## config.mk

```make
export PLATFORM = sky130hd
export DESIGN_NAME = fifo_width_converter
export DESIGN_NICKNAME = d
export VERILOG_FILES = /design/src/rtl/fifo_wc_pkg.sv /design/src/rtl/fifo_wc_controller.sv /design/src/rtl/fifo_width_converter.sv
export SDC_FILE = /design/constraint.sdc
export NUM_CORES = 1
export LEC_CHECK = 0
export ABC_AREA = 1
export ABC_CLOCK_PERIOD_IN_PS = 2800
export CAP_MARGIN = 5
export CORE_MARGIN = 2
export CORE_UTILIZATION = 53
export DETAILED_ROUTE_END_ITERATION = 12
export GPL_TIMING_DRIVEN = 0
export PLACE_DENSITY_LB_ADDON = 0.08
export SETUP_SLACK_MARGIN = 0.5
export SYNTH_ARGS = -nofsm -noshare
export SYNTH_HDL_FRONTEND = slang
export SYNTH_SLANG_ARGS = --single-unit
```

## constraint.sdc

```tcl
create_clock -name clk_i -period 2.8 [get_ports clk_i]
set_input_delay 0.42 -clock clk_i [delete_from_list [all_inputs] [get_ports clk_i]]
set_output_delay 0.42 -clock clk_i [all_outputs]
set_load 0.05 [all_outputs]
```

## src/rtl/fifo_wc_pkg.sv

```systemverilog
`default_nettype none
// +--------------------------------------------------------------------+
// | fifo_wc_pkg : default sizing and ratio check for the width FIFO    |
// | Revision    : 1.0                                                  |
// +--------------------------------------------------------------------+
package fifo_wc_pkg;

   localparam int DATA_WIDTH_DEF = 8;
   localparam int RATIO_DEF      = 2;
   localparam int ADDR_WIDTH_DEF = 4;

   localparam int DEPTH       = 2**ADDR_WIDTH_DEF;
   localparam int WIDE_WIDTH  = RATIO_DEF * DATA_WIDTH_DEF;
   localparam int COUNT_WIDTH = ADDR_WIDTH_DEF + 1;

   function automatic bit is_pow2(input int v);
      return (v > 0) && ((v & (v - 1)) == 0);
   endfunction

endpackage
`default_nettype wire

```

## src/rtl/fifo_wc_controller.sv

```systemverilog
`default_nettype none
// +--------------------------------------------------------------------+
// | fifo_wc_controller : pointers, occupancy, accept strobes, flags    |
// | Revision           : 1.0                                           |
// +--------------------------------------------------------------------+
module fifo_wc_controller
   import fifo_wc_pkg::*;
#(
   parameter int RATIO      = RATIO_DEF,
   parameter int ADDR_WIDTH = COUNT_WIDTH - 1
) (
   input  logic                  clk_i,
   input  logic                  reset_i,
   input  logic                  clear_i,
   input  logic                  write_i,
   input  logic                  read_i,
   output logic                  wr_en_o,
   output logic                  rd_en_o,
   output logic [ADDR_WIDTH-1:0] wr_ptr_o,
   output logic [ADDR_WIDTH-1:0] rd_ptr_o,
   output logic [ADDR_WIDTH:0]   count_o,
   output logic                  empty_o,
   output logic                  full_o,
   output logic                  overflow_o,
   output logic                  underflow_o
);

   localparam int C_DEPTH = 2**ADDR_WIDTH;
   localparam logic [ADDR_WIDTH:0]   C_RATIO_CNT = (ADDR_WIDTH+1)'(RATIO);
   localparam logic [ADDR_WIDTH-1:0] C_RATIO_PTR = ADDR_WIDTH'(RATIO);
   localparam logic [ADDR_WIDTH:0]   C_FULL_AT   = (ADDR_WIDTH+1)'(C_DEPTH - RATIO);

   logic [ADDR_WIDTH-1:0] wr_ptr_q, wr_ptr_d;
   logic [ADDR_WIDTH-1:0] rd_ptr_q, rd_ptr_d;
   logic [ADDR_WIDTH:0]   count_q, count_d;
   logic                  ovf_q, ovf_d;
   logic                  udf_q, udf_d;
   logic                  wr_acc, rd_acc;

   // Acceptance uses only pre-edge occupancy, so a same-cycle read never frees room for a write.
   assign empty_o = (count_q == '0);
   assign full_o  = (count_q > C_FULL_AT);
   assign wr_acc  = write_i & ~full_o;
   assign rd_acc  = read_i & ~empty_o;

   assign wr_en_o     = wr_acc & ~reset_i & ~clear_i;
   assign rd_en_o     = rd_acc & ~reset_i & ~clear_i;
   assign wr_ptr_o    = wr_ptr_q;
   assign rd_ptr_o    = rd_ptr_q;
   assign count_o     = count_q;
   assign overflow_o  = ovf_q;
   assign underflow_o = udf_q;

   always_comb begin
      wr_ptr_d = wr_ptr_q;
      rd_ptr_d = rd_ptr_q;
      count_d  = count_q;
      ovf_d    = ovf_q | (write_i & full_o);
      udf_d    = udf_q | (read_i & empty_o);
      if (wr_acc) begin
         wr_ptr_d = wr_ptr_q + C_RATIO_PTR;
         count_d  = count_d + C_RATIO_CNT;
      end
      if (rd_acc) begin
         rd_ptr_d = rd_ptr_q + 1'b1;
         count_d  = count_d - 1'b1;
      end
   end

   always_ff @(posedge clk_i) begin
      if (reset_i || clear_i) begin
         wr_ptr_q <= '0;
         rd_ptr_q <= '0;
         count_q  <= '0;
         ovf_q    <= 1'b0;
         udf_q    <= 1'b0;
      end else begin
         wr_ptr_q <= wr_ptr_d;
         rd_ptr_q <= rd_ptr_d;
         count_q  <= count_d;
         ovf_q    <= ovf_d;
         udf_q    <= udf_d;
      end
   end

endmodule
`default_nettype wire

```

## src/rtl/fifo_width_converter.sv

```systemverilog
`default_nettype none
// +--------------------------------------------------------------------+
// | fifo_width_converter : write-wide / read-narrow FIFO with storage  |
// | Revision             : 1.0                                         |
// +--------------------------------------------------------------------+
module fifo_width_converter
   import fifo_wc_pkg::*;
#(
   parameter int DATA_WIDTH = WIDE_WIDTH / RATIO_DEF,
   parameter int RATIO      = RATIO_DEF,
   parameter int ADDR_WIDTH = $clog2(DEPTH)
) (
   input  logic                        clk_i,
   input  logic                        reset_i,
   input  logic                        clear_i,
   input  logic                        write_i,
   input  logic [RATIO*DATA_WIDTH-1:0] write_data_i,
   input  logic                        read_i,
   output logic [DATA_WIDTH-1:0]       read_data_o,
   output logic                        empty_o,
   output logic                        full_o,
   output logic [ADDR_WIDTH:0]         count_o,
   output logic                        overflow_o,
   output logic                        underflow_o
);

   localparam int C_DEPTH = 2**ADDR_WIDTH;

   if (!is_pow2(RATIO) || (RATIO < 2) || (RATIO > C_DEPTH)) begin : g_bad_ratio
      $error("fifo_width_converter: RATIO must be a power of two in 2..2**ADDR_WIDTH");
   end

   logic                  wr_en, rd_en;
   logic [ADDR_WIDTH-1:0] wr_ptr, rd_ptr;
   logic [DATA_WIDTH-1:0] mem_q [C_DEPTH];

   fifo_wc_controller #(
      .RATIO      (RATIO),
      .ADDR_WIDTH (ADDR_WIDTH)
   ) u_ctrl (
      .clk_i       (clk_i),
      .reset_i     (reset_i),
      .clear_i     (clear_i),
      .write_i     (write_i),
      .read_i      (read_i),
      .wr_en_o     (wr_en),
      .rd_en_o     (rd_en),
      .wr_ptr_o    (wr_ptr),
      .rd_ptr_o    (rd_ptr),
      .count_o     (count_o),
      .empty_o     (empty_o),
      .full_o      (full_o),
      .overflow_o  (overflow_o),
      .underflow_o (underflow_o)
   );

   // Lane k lands at wr_ptr+k; the addition wraps naturally at the array size.
   always_ff @(posedge clk_i) begin
      if (wr_en) begin
         for (int k = 0; k < RATIO; k++) begin
            mem_q[wr_ptr + ADDR_WIDTH'(k)] <= write_data_i[k*DATA_WIDTH +: DATA_WIDTH];
         end
      end
   end

   assign read_data_o = mem_q[rd_ptr];

endmodule
`default_nettype wire

```

Word level (Yosys, flattened, before mapping). Memories as Yosys holds them, arrays and structs flattened. A register that Yosys moved wholly into a read port is not among the register bits. Index checks and enable logic that the tools add are counted.

Add/subtract/negate cells: 5. Multipliers: 0. Divide/modulo/power cells: 0. Order comparisons: 1. Equality and inequality tests: 0. Shift-type cells: 0. Multiplexer cells: 6. Bitwise gates (word level): 12. Reductions and logical operators: 2.

Operators with widths (count): $mux 5 (2); $add 4x1->4 const B (2); $mux 4 (2); $and 1x1->1 (6); $add 5x2->5 const B (1); $gt 5x4->1 const B (1); $logic_not 5->1 (1); $sub 5x1->5 const B (1); $add 4x2->4 const B (1); $not 1->1 (4); $mux 1 (2); $or 1x1->1 (2); $logic_or 1x1->1 (1).

Register bits: 15. Latch bits: 0. RAM bits: 128. Bits in read-only memories: 0. Bits of input ports: 21. Output and inout port bits: 17. Logic and storage cells: 32. Memories kept: 1.

Memories: mem_q (depth 16, bits a word 8, read ports 1, clocked after memory_dff 1, write ports 2, line fifo_width_converter.sv:35) `logic [DATA_WIDTH-1:0] mem_q [C_DEPTH];`.

Longest topological paths before layout.
Depth after elaboration: 7. Gate-level depth with buffers: 11. Gate-level depth less buffers: 11.

Cells and area by module. From an unflattened synthesis, not the netlist that was laid out.

Cells, all modules: 968. Area, all modules: 7940.1 um^2.

Modules (own cells, without submodules): fifo_width_converter (instances 1, cells each 867, area each 7205.7 um^2); fifo_wc_controller (instances 1, cells each 101, area each 734.5 um^2).

Least setup slack after synthesis. Ideal clock, no wire load.

Kind: register to register. Start point: register u_ctrl.count_q[3] (netlist: u_ctrl.count_o[3]). End point: memory mem_q[6][0] (netlist bit) (enable). Arrival: 2.888 ns. Data required time: 2.370 ns. Slack: -0.519 ns. Cell stages (with the launch flop): 9. Buffers on the path: 0. Clock period less this slack: 3.319 ns. Path through: dfxtp_1 nand2_1 nor2_2 nand2_2 nand2_4 nand2_4 inv_2 nand2_1 nor4_1.

RTL lines: from (decl) (line fifo_wc_controller.sv:35) `logic [ADDR_WIDTH:0] count_q, count_d;`; from (signal assigned) (line fifo_wc_controller.sv:80) `count_q <= count_d;`; to (decl) (line fifo_width_converter.sv:35).

==> metrics.yaml <==
p_int_w: 0.00381
via_count: 4035
syn_avg_cell_area_um2: 13.0
yosysWarnings: 0
avgViaCountPerCell: 5.83
nNetsFinal: 563
tightest_slew_ps: 547
cts_root_buffer: "clkbuf_8"
grt_pass1_wl_um: 21700
crit_fanout: 7
core_region_area_um2: 10900
irDropWorstVdd_uv: 377
final.fill_count: 735
antennaDiodeCount: 0
clkSinkCount: 146
die_area_um2: 12100
worstSetupStartpointType: "flip-flop"
place_hpwl_um: 8070
rows: 38
ys_seq_area_share_pct: 70.7
netlist_instances: 456
drt-wirelength-per-cell_um: 21.3
cap_violations: 0
antenna_found_initial: 0
powerDensity_nw_per_um2: 640
cts_tree: "done"
p_leak_nw: 2.73
cts-buffers-inserted: 17
switching_share_pct: 23.2
rsz0062_at_grt: "true"
slew-limit-headroom_pct: 63.5
path_class: "flip-flop to primary output"
portBuffers: 37
initialDrtViolationCount: 362
final-setup-viol-count: 0
drc_errors: 0
first_pass_iters: 5
mostFrequentLayoutCells: "edfxtp_1, inv_1, o211ai_1, a21oi_1, mux2i_1"
clkPwrFrac_pct: 43.6
initial_utilization_pct: 54.6
final_common_cell: "edfxtp_1"
grt_pass1_vias: 3864
p_switching_w: 0.00115
fin_crit_sh_pct: 89.6
drv_slew: 0
drive_gt1_share_pct: 23.4
hold_viol_final: 0
grt_max_degree: 17
clock_path_buffers: 2
worstPathArrival_ps: 2090
end_kind: "primary output"
syn-cell-area_um2: 5950
die_w_um: 110
final.setup.tns_ps: 0
hold_buffers: 0
hold_slack_ps: 470
period_needed_ps: 2510
insertion_delay_ps: 520
clk_transition_reported_paths_ps: 70
p_comb_share_pct: 8.1
syn_nets: 480
ys_seq_elements: 146
ant_nets: 0
pwr-share-seq_pct: 48.2
area_growth_pct: 30.4
grt_overflow: 0
cts_max_level: 4
worstHoldPathType: "flip-flop to flip-flop"
status: "completed"
clock_skew_ps: 9.02
pin_count: 38
gp_congestion: 0.819
fmax_mhz: 399
required_ps: 2380
die_y_um: 110
synth.distinct_cells: 29
wirelength_um: 14700
grt_usage_pct: 25.7
[per-layer routing]
metal / vias to the layer above / share of wire, % / global-route usage [%]
met1: 1938 / 41 / 35.8
met2: 226 / 48 / 39.4
met3: 28 / 8.9 / 5.39
met4: 0 / 1.9 / 10.9
met5: - / 0 / 0
li1: 1843 / - / -
[logic make-up (layout without fill, tap and decap cells)]
family | after synthesis | count (layout) | synth area share [%]
adders and majority gates | 3 | 3 | 0.631
xor gates and xnor gates | 1 | 1 | 0.147
and+or+nand+nor | 78 | 78 | 6.46
muxes | 32 | 32 | 5.39
AOI/OAI and AO/OA | 119 | 119 | 11.5
DFF | 146 | 146 | 70.7
buffers and inverters | 77 | 173 | 5.18
[registers in the layout, summed over array words and instances (netlist names), named ones only]
register and cells:
u_ctrl.overflow_o 1, u_ctrl.wr_ptr_o 3, u_ctrl.count_o 5, mem_q 128, u_ctrl.underflow_o 1, u_ctrl.rd_ptr_o 4
[cells in the mapped netlist (all sizes together)]
cell type / instances / share of area [%]
dfxtp: 18 / 6.1
ha: 3 / 0.63
edfxtp: 128 / 65
o21a: 2 / 0.25
o211ai: 32 / 4.0
nand3b: 1 / 0.19
mux2i: 32 / 5.4
nand2: 31 / 2.3
inv: 54 / 3.4
clkbuf: 13 / 0.82
xor2: 1 / 0.15
nor2: 16 / 1.1
nor3: 3 / 0.25
a21oi: 44 / 3.8
nor4: 2 / 0.32
nand4: 2 / 0.21
buf: 10 / 0.95
nand3: 23 / 2.1
o21ai: 41 / 3.5
[timing repair]
action,4_1_cts,5_1_grt
buffers inserted,12,7
gates cloned,3,2
resized for setup,141,21
endpoints found under the setup margin,110,61
pin swaps,23,23
[stage by stage]
step           area, um^2  std cells  total power, W  setup slack [ps]  util, %
3_5_place_dp         6590        636         0.00277              -179     60.5
2_1_floorplan        5990        456         0.00263               471        -
5_1_grt              7760        692         0.00510               231     71.2
6_report             7760        692         0.00496               291     71.2
4_1_cts              7610        683         0.00495               307     69.9
3_3_place_gp         6540        633         0.00276              -442     60.0
[cell type report]
type,instances,area (um^2),share of cell area [%]
well taps,140,175,2.26
flip-flops and latches,146,4210,54.3
repair buffers,64,777,10.0
inverters,54,203,2.61
clock inverters,12,120,1.55
plain buffers,23,239,3.08
multi-input cells,233,1580,20.3
clock buffers,20,457,5.89
[final timing paths]
kind                            cells past startpoint          startpoint  slack, ps                 end
worst max-delay path                                9           flip-flop        290      read_data_o[1]
worst min-delay path                                2  u_ctrl.rd_ptr_o[3]        470  u_ctrl.rd_ptr_o[3]
worst max register to register                      8   u_ctrl.count_o[1]        650         mem_q[1][6]
worst min register to register                      2  u_ctrl.rd_ptr_o[3]        470  u_ctrl.rd_ptr_o[3]
[worst max-delay path: stages, from the launching register on]
cell      delay (ps)
dfxtp_2          320
buf_6            130
buf_12           160
buf_6            110
buf_6             80
mux2i_1          200
o21ai_1          100
o211ai_1         190
nand2_1          100
buf_6            160
[power groups by stage]
stage / combinational, W / clock (W) / sequential (W)
2_1_floorplan: 0.000181 / 0 / 0.00245
3_3_place_gp: 0.000322 / 0 / 0.00244
3_5_place_dp: 0.000329 / 0 / 0.00244
4_1_cts: 0.000383 / 0.00218 / 0.00239
5_1_grt: 0.000429 / 0.00228 / 0.00239
6_report: 0.000403 / 0.00217 / 0.00239
No activity file was read; power rests on OpenSTA's default activity.
==> RTL change 1: new RTL, same settings <==
Set the package constant `DATA_WIDTH_DEF` to 10 (it was 8).
--- a/src/rtl/fifo_wc_pkg.sv
+++ b/src/rtl/fifo_wc_pkg.sv
@@ -5,7 +5,7 @@
 // +--------------------------------------------------------------------+
 package fifo_wc_pkg;
 
-   localparam int DATA_WIDTH_DEF = 8;
+   localparam int DATA_WIDTH_DEF = 10;
    localparam int RATIO_DEF      = 2;
    localparam int ADDR_WIDTH_DEF = 4;
 
Ports: changed (resized read_data_o and write_data_i); port bits go from 38 to 44. The function was not compared with the original's and may differ.
==> RTL change 1 against the original RTL <==
  * Non-clock buffer count grew 10
  * Design area is 18% higher
  * Critical endpoint is now read_data_o[8]
  * Count of clock-buffer cells in the layout unchanged
  * Area after synthesis increased by 21%
  * Wire length increased by 32%
  * Worst setup slack gained 0.12 ns
  * Sequential cell count up 32
  * Power is 9.1% higher
  * Global-route usage shrank 0.17 points
  * Combinational power is 16% higher
==> RTL change 1: results (changes against the original RTL) <==
Final layout
  – Largest register FFs: 160 (+25%)
  – Nets: 663 (+18%)
  – Antenna Cells: 0 (unchanged)
  – Layout cells sized above 1: 19.3% (-4.0 points)
  – Filler cells: 953 (+30%)

Drt
  – Detailed-route wire length per cell: 23.6 um (+11%)
  – 1st-iter DRT viols: 622 (+72%)

Worst setup path
  – Reg-to-reg setup timing slack: 0.55 ns (-0.10 ns)
  – End of the worst register-to-register path: mem_q[9][6]
  – WP data arrival: 1.97 ns (-0.12 ns)
  – Critical path's slowest cell: dfxtp_4
  – Slowest stage delay, CP: 0.41 ns (+0.09 ns)
  – Crit-path max FO: 6 (-1)

Global routing
  – Grt met2 use: 42.5% (+3.1 points)
  – Met1 GRT Util: 33.4% (-2.5 points)
  – Grt met3 use: 5.66% (+0.27 points)
  – First-pass GRT wire length: 26.3 mm (+21%)
  – Vias in the first global route: 4533 (+17%)

Hold path
  – Hold Crit Start: u_ctrl.overflow_o
  – Hold Crit Class: reg2reg
  – Hold path depth: 1 (-1)
  – Hold EP: u_ctrl.overflow_o

Run status
  – Status: completed

Placement
  – Placed inst area: 7900 um2 (+20%)
  – # port buffers: 43 (+16%)
  – GPL Wtd Cong: 0.803 (-2.0%)
  – Post-detail-place hpwl: 10.2 mm (+26%)

Clock network
  – Clock Latency Late Sink: 0.42 ns (-0.10 ns)
  – Root buffer cell: clkbuf_16

Timing
  – Slew HR: 49.5% (-14 points)
  – Worst Clk Skew: 0.00610 ns (-0.00292 ns)

Synthesis
  – Netlist cell types: 27 (-6.9%)
  – Top cells by count, synth: 160 x edfxtp_1, 57 x inv_1, 51 x o21ai_0, 50 x a21oi_1
  – Synth area leaders: edfxtp_1 67%, mux2i_1 5.6%, dfxtp_1 5.0%
  – Sequential area share after synthesis: 71.7% (+0.97 points)
  – Post-synth net total: 569 (+19%)
  – EDFF count, synth: 160 (+25%)

Pwr
  – Maximum vdd drop: 0.000512 V (+36%)
  – Static leakage: 0.00311 uW (+14%)
[RTL change 1: kinds of logic (layout without fill, tap and decap cells)]
family / Yosys count / count (layout) / synth area share, %
xor+xnor: 1 / 1 / 0.122
fa+ha+maj: 3 / 3 / 0.521
buf+inv: 88 / 188 / 4.90
compound gates: 147 / 147 / 11.7
simple gates: 84 / 90 / 5.56
mux: 40 / 40 / 5.56
flops: 178 / 178 / 71.7
[RTL change 1: area by class of cell]
type,instances,area share [%]
flip-flops and latches,178,56.6
multi-input cells,281,20.4
repair buffers,69,9.38
clock buffers,20,4.78
plain buffers,28,3.41
inverters,60,2.47
well taps,176,2.41
clock inverters,11,0.521
[RTL change 1: worst register-to-register path, cell delays in order (launching register included)]
cell	delay [ns]
dfxtp_2	0.35
ha_1	0.22
nand2_1	0.07
nand2_1	0.09
nand2_4	0.13
nand2_4	0.10
nor2_1	0.11
nand2_1	0.17
nor2_4	0.64
[RTL change 1: worst max path at each step]
stage                                 to  cells past startpoint
final                     read_data_o[8]                      7
after global routing      read_data_o[8]                      7
after CTS                   mem_q[15][4]                      8
after detailed placement     mem_q[9][4]                      5
after global placement       mem_q[7][4]                      5
after floorplan             mem_q[10][0]                      8
[RTL change 1: timing repair]
| action | CTS | global route |
|---|---|---|
| pin swaps | 15 | 26 |
| gates resized for setup | 146 | 31 |
| setup endpoints to repair | 172 | 161 |
| buffers inserted | 3 | 17 |
| cloned | 5 | 7 |
[RTL change 1: where the power goes]
group | internal (uW) | switching, uW
Clock | 1100 | 919
Sequential | 2910 | 15.2
Combinational | 179 | 286
[RTL change 1: per-layer routing]
layer | share of wire, % | vias up
met5 | 0 | -
met4 | 2.3 | 0
met3 | 8.7 | 26
met2 | 49 | 266
met1 | 40 | 2477
li1 | - | 2192
[RTL change 1: stage by stage]
stage          std cells  setup WS, ns  utilization, %  hold slack [ns]
2_1_floorplan        541         0.565               -            0.436
3_3_place_gp         760        -0.127            59.6            0.449
3_5_place_dp         760        -0.234            59.6            0.458
4_1_cts              799         0.215            66.0            0.473
5_1_grt              823         0.361            69.0            0.488
6_report             823         0.409            69.0            0.469
==> RTL change 2: new RTL, same flow settings <==
Without the edit above. Put a register stage on the output `count_o`. The value now appears one clock later. The other outputs are not delayed to match.
--- a/src/rtl/fifo_width_converter.sv
+++ b/src/rtl/fifo_width_converter.sv
@@ -26,6 +26,8 @@
 
    localparam int C_DEPTH = 2**ADDR_WIDTH;
 
+   logic [ADDR_WIDTH:0] count_c;
+
    if (!is_pow2(RATIO) || (RATIO < 2) || (RATIO > C_DEPTH)) begin : g_bad_ratio
       $error("fifo_width_converter: RATIO must be a power of two in 2..2**ADDR_WIDTH");
    end
@@ -47,7 +49,7 @@
       .rd_en_o     (rd_en),
       .wr_ptr_o    (wr_ptr),
       .rd_ptr_o    (rd_ptr),
-      .count_o     (count_o),
+      .count_o     (count_c),
       .empty_o     (empty_o),
       .full_o      (full_o),
       .overflow_o  (overflow_o),
@@ -65,6 +67,10 @@
 
    assign read_data_o = mem_q[rd_ptr];
 
+   always_ff @(posedge clk_i) begin
+      count_o <= count_c;
+   end
+
 endmodule
 `default_nettype wire
 
Check against the original RTL: not equivalent (a bounded check fails within 4 cycles, from zero or initial values).
==> RTL change 2 against the original RTL <==
  * Area after synthesis up 1.7%
  * Die area is 1.6% higher
  * Cell count is the same
  * Combinational power decreased by 8.2%
  * Core utilization down 3.3 points
  * Worst setup slack gained 0.20 ns
  * Wire length about the same
  * Design area is 1.2% lower
  * Global-route usage shrank 1.7 points
  * Sequential cell count is 5 higher
  * Power increased by 1.8%
  * Fmax is 8.8% higher
  * Critical path type unchanged
  * Largest power group unchanged
==> RTL change 2: results (changes against the original RTL) <==
Run status
  – Status: completed

Global routing
  – Vias in the first global route: 3941 (+2.0%)
  – First-pass GRT wire length: 21.8 mm (+0.25%)
  – Gr usage total: 24.0% (-1.7 points)

Timing
  – Tightest Pin Transition: 0.511 ns (-0.0357 ns)
  – Worst Clk Skew: 0.00839 ns (-0.000625 ns)

Synthesis
  – Post-Synth XOR/XNOR Area: 0.145% (-0.0024 points)
  – Avg Cell Area, Syn: 13.1 um2 (+0.58%)
  – Synth area leaders: edfxtp_1 64%, dfxtp_1 7.6%, mux2i_1 5.3%
  – Mux cell area share after synthesis: 5.30% (-0.089 points)
  – Post-Synth Adder-Cell Area: 0.621% (-0.010 points)
  – Post-synth net total: 485 (+1.0%)

Placement
  – Placed Instances: 647 (+1.7%)
  – GPL Wtd Cong: 0.808 (-1.3%)
  – Post-detail-place hpwl: 8.78 mm (+8.8%)
  – Placed inst area: 6720 um2 (+1.9%)

Final layout
  – Nets: 561 (-0.36%)
  – Layout cells sized above 1: 20.0% (-3.3 points)
  – Filler cells: 817 (+11%)

Worst setup path
  – Critical path's slowest cell: dfxtp_1
  – Crit-path max FO: 10 (+3)
  – WP data arrival: 1.89 ns (-0.20 ns)

Drt
  – Vias: 3980 (-1.4%)
  – 1st-iter DRT viols: 287 (-21%)
  – Final wirelength: 14.7 mm (about the same)

Pwr
  – Maximum vdd drop: 0.000410 V (+8.6%)
  – Static leakage: 0.00268 uW (-1.7%)
  – Internal: 3970 uW (+4.2%)

Clock network
  – Root buffer cell: clkbuf_16
## RTL change 2: layer usage
| metal | wire length, um | global-route usage, % | vias up | part of all wire [%] |
|---|---|---|---|---|
| met5 | 0 | 0 | - | 0 |
| li1 | - | - | 1840 | - |
| met4 | 486 | 10.1 | 0 | 3.3 |
| met3 | 1190 | 5.52 | 38 | 8.1 |
| met2 | 7100 | 38.6 | 193 | 48 |
| met1 | 5960 | 31.9 | 1909 | 40 |
## RTL change 2: cell type report
cell class	count	area (um2)	area share (%)
buffer	23	216	2.83
clock buffer	19	433	5.65
clock inverter	12	135	1.76
inverter	54	206	2.70
multi-input combinational	233	1560	20.4
sequential	151	4310	56.2
tap	143	179	2.34
timing repair buffer	57	624	8.15
## RTL change 2: cell families (layout without fill, tap and decap cells)
kind of cell,after synthesis,count (layout)
xor+xnor,1,1
simple gates,78,78
buf+inv,77,165
mux,32,32
fa+ha+maj,3,3
flops,151,151
compound gates,119,119
## RTL change 2: path summary, 6_finish.rpt
check / from / to / slack, ns / cells past startpoint
worst max-delay path: flip-flop / read_data_o[0] / 0.49 / 8
worst min-delay path: u_ctrl.count_o[0] / count_o[0] / 0.39 / 0
worst max register to register: u_ctrl.count_o[1] / mem_q[7][7] / 0.62 / 9
worst min register to register: u_ctrl.count_o[0] / count_o[0] / 0.39 / 0
## RTL change 2: stage by stage
stage	utilization (%)	hold slack [ns]	TNS [ns]	setup WS, ns
after CTS	66.0	0.390	0	0.283
after global placement	58.7	0.375	-78.01	-1.21
after global routing	68.0	0.407	0	0.374
after detailed placement	59.6	0.366	-2.46	-0.157
final	68.0	0.389	0	0.494
after floorplan	-	0.351	0	0.214
## RTL change 2: worst max-delay path, delay by kind of cell, from the launching register on
family / cells / cell delay (ns)
AO/OA/AOI/OAI: 3 / 0.38
AND/OR/NAND/NOR: 2 / 0.23
flip-flops: 1 / 0.33
buffers and inverters: 3 / 0.52
## RTL change 2: timing repair
| action | in CTS | in global routing |
|---|---|---|
| setup buffers | 3 | 9 |
| gates cloned | 0 | 2 |
| hold buffers | 0 | 0 |
| gates resized for setup | 97 | 46 |
| endpoints found under the setup margin | 94 | 71 |
| pin swaps | 4 | 15 |
## RTL change 2: power by group through the flow
stage	sequential [uW]	clock (uW)	combinational (uW)
4_1_cts	2470	2220	345
5_1_grt	2470	2320	397
2_1_floorplan	2530	0	179
6_report	2470	2210	370
3_3_place_gp	2520	0	321
3_5_place_dp	2520	0	330
